`src/rtl/input_repeater_pkg.sv`:
```
// Shared types and constants for the button auto-repeat block.
// The auto-repeat feature is enabled by defining INPUT_REPEATER_AUTOREPEAT_EN.
package input_repeater_pkg;

   localparam int CNT_W = 24;

   localparam int BTN_LEFT   = 0;
   localparam int BTN_RIGHT  = 1;
   localparam int BTN_DOWN   = 2;
   localparam int BTN_ROTATE = 3;
   localparam int BTN_DROP   = 4;
   localparam int NUM_BTN    = 5;

   typedef enum logic [1:0] {
      IDLE,
      DELAY,
      REPEAT,
      LOCKOUT
   } ch_state_e;

endpackage

```
`src/rtl/input_repeater_channel.sv`:
```
// Single-button press/auto-repeat FSM; req is the combinational pulse request.
// DELAY/REPEAT and the counter exist only with INPUT_REPEATER_AUTOREPEAT_EN defined.
module repeat_channel
   import input_repeater_pkg::*;
#(
   parameter int unsigned DAS_CYCLES = 8_350_000,
   parameter int unsigned ARR_CYCLES = 2_500_000,
   parameter bit          REPEAT_EN  = 1'b1
) (
   input  logic clock,
   input  logic resetn,
   input  logic enable,
   input  logic level,
   output logic req
);

   ch_state_e state, state_nxt;

`ifdef INPUT_REPEATER_AUTOREPEAT_EN
   logic [CNT_W-1:0] cnt, cnt_nxt;

   always_ff @(posedge clock or negedge resetn) begin
      if (!resetn) begin
         state <= IDLE;
         cnt   <= '0;
      end else begin
         state <= state_nxt;
         cnt   <= cnt_nxt;
      end
   end

   always_comb begin
      state_nxt = state;
      cnt_nxt   = cnt;
      req       = 1'b0;
      if (!enable) begin
         state_nxt = LOCKOUT;
      end else begin
         case (state)
            IDLE: if (level) begin
               req = 1'b1;
               if (REPEAT_EN) begin
                  state_nxt = DELAY;
                  cnt_nxt   = CNT_W'(DAS_CYCLES - 1);
               end else begin
                  state_nxt = LOCKOUT;
               end
            end
            DELAY, REPEAT: begin
               if (!level) begin
                  state_nxt = IDLE;
               end else if (cnt == '0) begin
                  req       = 1'b1;
                  state_nxt = REPEAT;
                  cnt_nxt   = CNT_W'(ARR_CYCLES - 1);
               end else begin
                  cnt_nxt = cnt - 1'b1;
               end
            end
            LOCKOUT: if (!level) state_nxt = IDLE;
            default: state_nxt = IDLE;
         endcase
      end
   end
`else
   always_ff @(posedge clock or negedge resetn) begin
      if (!resetn) state <= IDLE;
      else         state <= state_nxt;
   end

   // Single pulse per press: every accepted press goes straight to LOCKOUT.
   always_comb begin
      state_nxt = state;
      req       = 1'b0;
      if (!enable) begin
         state_nxt = LOCKOUT;
      end else begin
         case (state)
            IDLE: if (level) begin
               req       = 1'b1;
               state_nxt = LOCKOUT;
            end
            LOCKOUT: if (!level) state_nxt = IDLE;
            default: state_nxt = IDLE;
         endcase
      end
   end
`endif

endmodule

```
`src/rtl/input_repeater.sv`:
```
// Five-button command pulse generator with optional DAS/ARR auto-repeat
// (INPUT_REPEATER_AUTOREPEAT_EN); left+right in the same cycle cancel each other.
module input_repeater
   import input_repeater_pkg::*;
#(
   parameter int unsigned        DAS_CYCLES  = 8_350_000,
   parameter int unsigned        ARR_CYCLES  = 2_500_000,
   parameter logic [NUM_BTN-1:0] REPEAT_MASK = 5'b00111
) (
   input  logic               clock,
   input  logic               resetn,
   input  logic               enable,
   input  logic [NUM_BTN-1:0] in_level,
   output logic [NUM_BTN-1:0] move_pulse
);

   if (DAS_CYCLES == 0 || DAS_CYCLES >= (32'd1 << CNT_W)) begin : g_bad_das
      $error("input_repeater: DAS_CYCLES must be in [1, 2^24)");
   end
   if (ARR_CYCLES == 0 || ARR_CYCLES >= (32'd1 << CNT_W)) begin : g_bad_arr
      $error("input_repeater: ARR_CYCLES must be in [1, 2^24)");
   end

   logic [NUM_BTN-1:0] req, req_masked;

   for (genvar i = 0; i < NUM_BTN; i++) begin : g_ch
      repeat_channel #(
         .DAS_CYCLES (DAS_CYCLES),
         .ARR_CYCLES (ARR_CYCLES),
         .REPEAT_EN  (REPEAT_MASK[i])
      ) u_ch (
         .clock  (clock),
         .resetn (resetn),
         .enable (enable),
         .level  (in_level[i]),
         .req    (req[i])
      );
   end

   // Opposing directions in the same cycle are ambiguous, so drop both.
   always_comb begin
      req_masked = req;
      if (req[BTN_LEFT] && req[BTN_RIGHT]) begin
         req_masked[BTN_LEFT]  = 1'b0;
         req_masked[BTN_RIGHT] = 1'b0;
      end
   end

   always_ff @(posedge clock or negedge resetn) begin
      if (!resetn) move_pulse <= '0;
      else         move_pulse <= enable ? req_masked : '0;
   end

endmodule

```
`config.mk`:
```
export PLATFORM = sky130hd
export DESIGN_NAME = input_repeater
export DESIGN_NICKNAME = d
export VERILOG_FILES = /design/src/rtl/input_repeater_pkg.sv /design/src/rtl/input_repeater_channel.sv /design/src/rtl/input_repeater.sv
export SDC_FILE = /design/constraint.sdc
export NUM_CORES = 1
export LEC_CHECK = 0
export BUFFER_PORTS_ARGS = -buffer_cell sky130_fd_sc_hd__clkbuf_2
export CAP_MARGIN = 5
export CELL_PAD_IN_SITES_DETAIL_PLACEMENT = 1
export CELL_PAD_IN_SITES_GLOBAL_PLACEMENT = 2
export CORE_MARGIN = 1.5
export CORE_UTILIZATION = 25
export CTS_BUF_LIST = sky130_fd_sc_hd__clkbuf_2
export CTS_CLUSTER_DIAMETER = 120
export CTS_CLUSTER_SIZE = 24
export DETAILED_ROUTE_END_ITERATION = 6
export GPL_ROUTABILITY_DRIVEN = 0
export GPL_TIMING_DRIVEN = 0
export PLACE_DENSITY_LB_ADDON = 0.1
export SLEW_MARGIN = 40
export SYNTH_ARGS = -nofsm -noshare
export SYNTH_HDL_FRONTEND = slang
export SYNTH_SLANG_ARGS = --single-unit
export TNS_END_PERCENT = 20
```
`constraint.sdc`:
```
create_clock -name clock -period 0.92 [get_ports clock]
set_input_delay 0.138 -clock clock [delete_from_list [all_inputs] [get_ports clock]]
set_output_delay 0.138 -clock clock [all_outputs]
set_load 0.02 [all_outputs]
```
# After elaboration in Yosys (flattened, before gate mapping)
# Cells that the tools add are included.
# W data, S select, Z words.
# word_totals
ff_bits	15
latchBits	0
ramBits	0
mem_bits_ro	0
in_bits	8
output_inout_bits	5
n_memories	0
# classes
n_addsub	0
mul	0
div_mod_pow	0
order_cmp	0
eq_ne	15
shifts	0
muxes	34
n_bitwise	0
n_reduce_logical	11
# ops
cell	n
$mux W2	16
$ne A3 B3 Y1 const B	10
$pmux W2 S2	5
$mux W1	12
$eq A2 B2 Y1 const B	5
$logic_not A2 Y1	5
$reduce_and A2 Y1	5
$mux W5	1
$logic_and A1 B1 Y1	1

# Logic depth before layout (Yosys ltp)
# depth
depth_word	6
mapped_depth	2
depth_no_buf	2

# Hierarchy
# From an unflattened synthesis, not the netlist that was laid out.
# hier_totals
cells_unflattened	25
hier_area_um2	365.4
# by_module_without_submodules
module	n_inst	cells_each	area_each_um2
repeat_channel	5	3	40.0
input_repeater	1	10	165.2

# Least setup slack after synthesis
# Ideal clock, no wire load.
# synth_path
path_type	reg-to-reg
start	register g_ch[0].u_ch.state[0]
end	register move_pulse[1]
setup_ps	120
arrival_time_ps	633
path_slack_ps	168
stages_incl_launch_ff	3
path_buffers	0
synth_period_minus_slack_ps	752
cell_sequence	dfrtp_1 nand2b_1 and3_1
# synth_via
elab_chain_len	6
# synth_rtl
item	line_no	text
start, declared	input_repeater_channel.sv:17	ch_state_e state, state_nxt;
start signal, assigned	input_repeater_channel.sv:68	else state <= state_nxt;
$logic_not A2 Y1	input_repeater_channel.sv:78	case (state)
$mux W1	input_repeater_channel.sv:78	
$mux W1	input_repeater_channel.sv:75	if (!enable) begin
$logic_and A1 B1 Y1	input_repeater.sv:43	if (req[BTN_LEFT] && req[BTN_RIGHT]) begin
$mux W2	input_repeater.sv:43	
$mux W5	input_repeater.sv:51	else move_pulse <= enable ? req_masked : '0;
end signal, assigned	input_repeater.sv:51	
end, declared	input_repeater.sv:14	output logic [NUM_BTN-1:0] move_pulse
# No other way between the ends.
# A chain may end at the register's enable or synchronous reset.

# Final worst setup path
# layout_path
start	register move_pulse[3]
end	output move_pulse[3]
# No word-level cell between the ends.

==> results_dict.tcl <==
set metrics [dict create \
    io_pins 13 \
    grt-ovfl-total 0 \
    syn-cell-area_um2 338 \
    max_freq_ghz 1.11 \
    worstRegToRegCells 2 \
    cts_max_level 1 \
    arrival_ns 0.76 \
    ant_nets 0 \
    die_area_mm2 0.00158 \
    final_cell_mix "clkbuf_2 (10), dfrtp_1 (10), nand2b_1 (6), buf_6 (3)" \
    crit_path_max_incr_delay_ns 0.39 \
    yosys.area_share.simple_pct 25.9 \
    cpMaxStageDelayCell "dfrtp_1" \
    critical_path_class "reg -> out" \
    dpl_cell_area_um2 417 \
    drc 0 \
    post_synth_xor_area_fraction_pct 0 \
    drive_above_1_share_pct 40.0 \
    worstPathMaxFanout 1 \
    cpLargestDelayFamily "flip-flops" \
    cp.buffers_inverters 1 \
    min_period_ns 0.899 \
    synthCells 23 \
    synth_compound_area_share_pct 0 \
    finalMaxSlewViolations 0 \
    rsz0062_at_grt "true" \
    die_w_um 39.8 \
    synth_seq_cells 10 \
    clock_sinks 10 \
    wl_per_cell_um 9.27 \
    outcome "completed" \
    num_vias 217 \
    wl_um 510 \
    skew_ns 0.00763 \
    clk_root_buffer_cell "clkbuf_2" \
    yosysSeqAreaShare_pct 74.1 \
    grt_pass1_wl_um 848 \
    synth_top_family_by_area "simple AND/OR/NAND/NOR gates" \
    stdcell_area_um2 464 \
    whs_path_depth 2 \
    pre_cts_ws_ns 0.131 \
    crit_cells 1 \
    syn_area_per_cell_um2 14.7 \
    holdWs_ns 0.0880 \
    synth_adder_area_share_pct 0 \
    rows 13 \
    finalSetupViolCount 0 \
    ys_warn_count 0 \
    clk_latency_ns 0.24 \
    critPathRequiredTime_ns 0.78 \
    path_cells "buf_6" \
    grt_max_degree 11 \
    power_density_mw_per_mm2 1630 \
    p_leak_uw 0.000239 \
    grt_pass1_vias 208 \
    portBuffers 12 \
    clk_path_buf_depth 2 \
    worst_pin_slew_ns 0.237 \
    min_period_over_period_pct 97.8 \
    cts_tree "built" \
    timing.final.ws_setup_ns 0.0206 \
    cts_inserted_buffers 3 \
    max-slew-margin-rel_pct 84.2 \
    muxShareOfSynthArea_pct 0 \
    drt_iter0_drc 2 \
    post-cts-setup-buffer-count 0 \
    critPathLaunchType "flop" \
    areaGrowthSynthToFinish_pct 37.4 \
    synth_nets 31 \
    hold_violations 0 \
    final.setup.tns_ns 0 \
    hold_class "in -> reg" \
    vias_per_cell 3.95 \
    die_y_um 39.8 \
    core_area_mm2 0.00128 \
    cap_violations 0 \
    dr.pass1.iters 4 \
    ys_types 8 \
    initial_utilization_pct 26.3 \
    clk_pin_slew_ns 0.10 \
    endpoint_kind "primary output" \
    antenna_found_initial 0 \
    grt_util_all_layers_pct 9.44 \
    antennaDiodeCount 0 \
    power_uw 758 \
    ir_drop_mv 0.927 \
    nets 49 \
]
-- layer usage --
metal / global-route usage, % / wire length [µm] / vias to the layer above
li1: - / - / 108
met1: 9.96 / 224 / 101
met2: 12.3 / 245 / 8
met3: 5.11 / 40 / 0
met4: 10.3 / 0 / 0
met5: 0 / 0 / -
-- flip-flops by register name, summed over array words and instances, names as in the netlist --
signal	cells
g_ch.u_ch.state	5
move_pulse	5
-- logic make-up after synthesis --
kind of cell / count (synthesis)
flops: 10
simple gates: 13
-- cell type report --
cell class                      instances  area (µm²)
Clock buffer                            3        15.0
Clock inverter                          1        3.75
Fill cell                             150         821
Multi-Input combinational cell         13        87.6
Sequential cell                        10         250
Tap cell                               15        18.8
Timing Repair Buffer                   13        88.8
-- per-stage QoR --
step / util [%] / cells
after floorplan: - / 23
after global placement: 32.4 / 50
after detailed placement: 32.4 / 50
after CTS: 34.7 / 55
after global routing: 36.1 / 55
final: 36.1 / 55
-- synthesized netlist by cell type --
| cell type | instances | share of area (%) |
|---|---|---|
| and3_1 | 1 | 1.9 |
| nor2_1 | 1 | 1.1 |
| nor3b_2 | 1 | 3.7 |
| nand2b_1 | 6 | 11 |
| nand2_1 | 1 | 1.1 |
| nor2b_1 | 1 | 1.9 |
| dfrtp_1 | 10 | 74 |
| and3b_1 | 2 | 5.2 |
-- power by group --
part | switching, µW | internal, µW
clock | 138 | 94.5
sequential | 4.51 | 456
combinational | 32.6 | 33.0
total | 175 | 583
-- final timing paths --
check | start | endpoint | slack [ns]
min in group asynchronous | resetn | g_ch[3].u_ch.state[0]$_DFFE_PN0P_ | 0.28
worst max-delay path | move_pulse[3]$_DFF_PN0_ | move_pulse[3] | 0.02
worst min register to register | g_ch[3].u_ch.state[0]$_DFFE_PN0P_ | move_pulse[3]$_DFF_PN0_ | 0.40
worst min-delay path | in_level[2] | g_ch[2].u_ch.state[0]$_DFFE_PN0P_ | 0.09
max in group asynchronous | resetn | move_pulse[2]$_DFF_PN0_ | 0.44
worst max register to register | g_ch[0].u_ch.state[0]$_DFFE_PN0P_ | move_pulse[1]$_DFF_PN0_ | 0.12
-- timing repair --
| item | CTS | global route |
|---|---|---|
| gates resized for setup | 0 | 11 |
| endpoints found under the setup margin | 3 | 5 |
| endpoints found under the hold margin | 10 | 0 |
| hold buffers | 1 | 0 |
No activity file was read; power rests on OpenSTA's default activity.
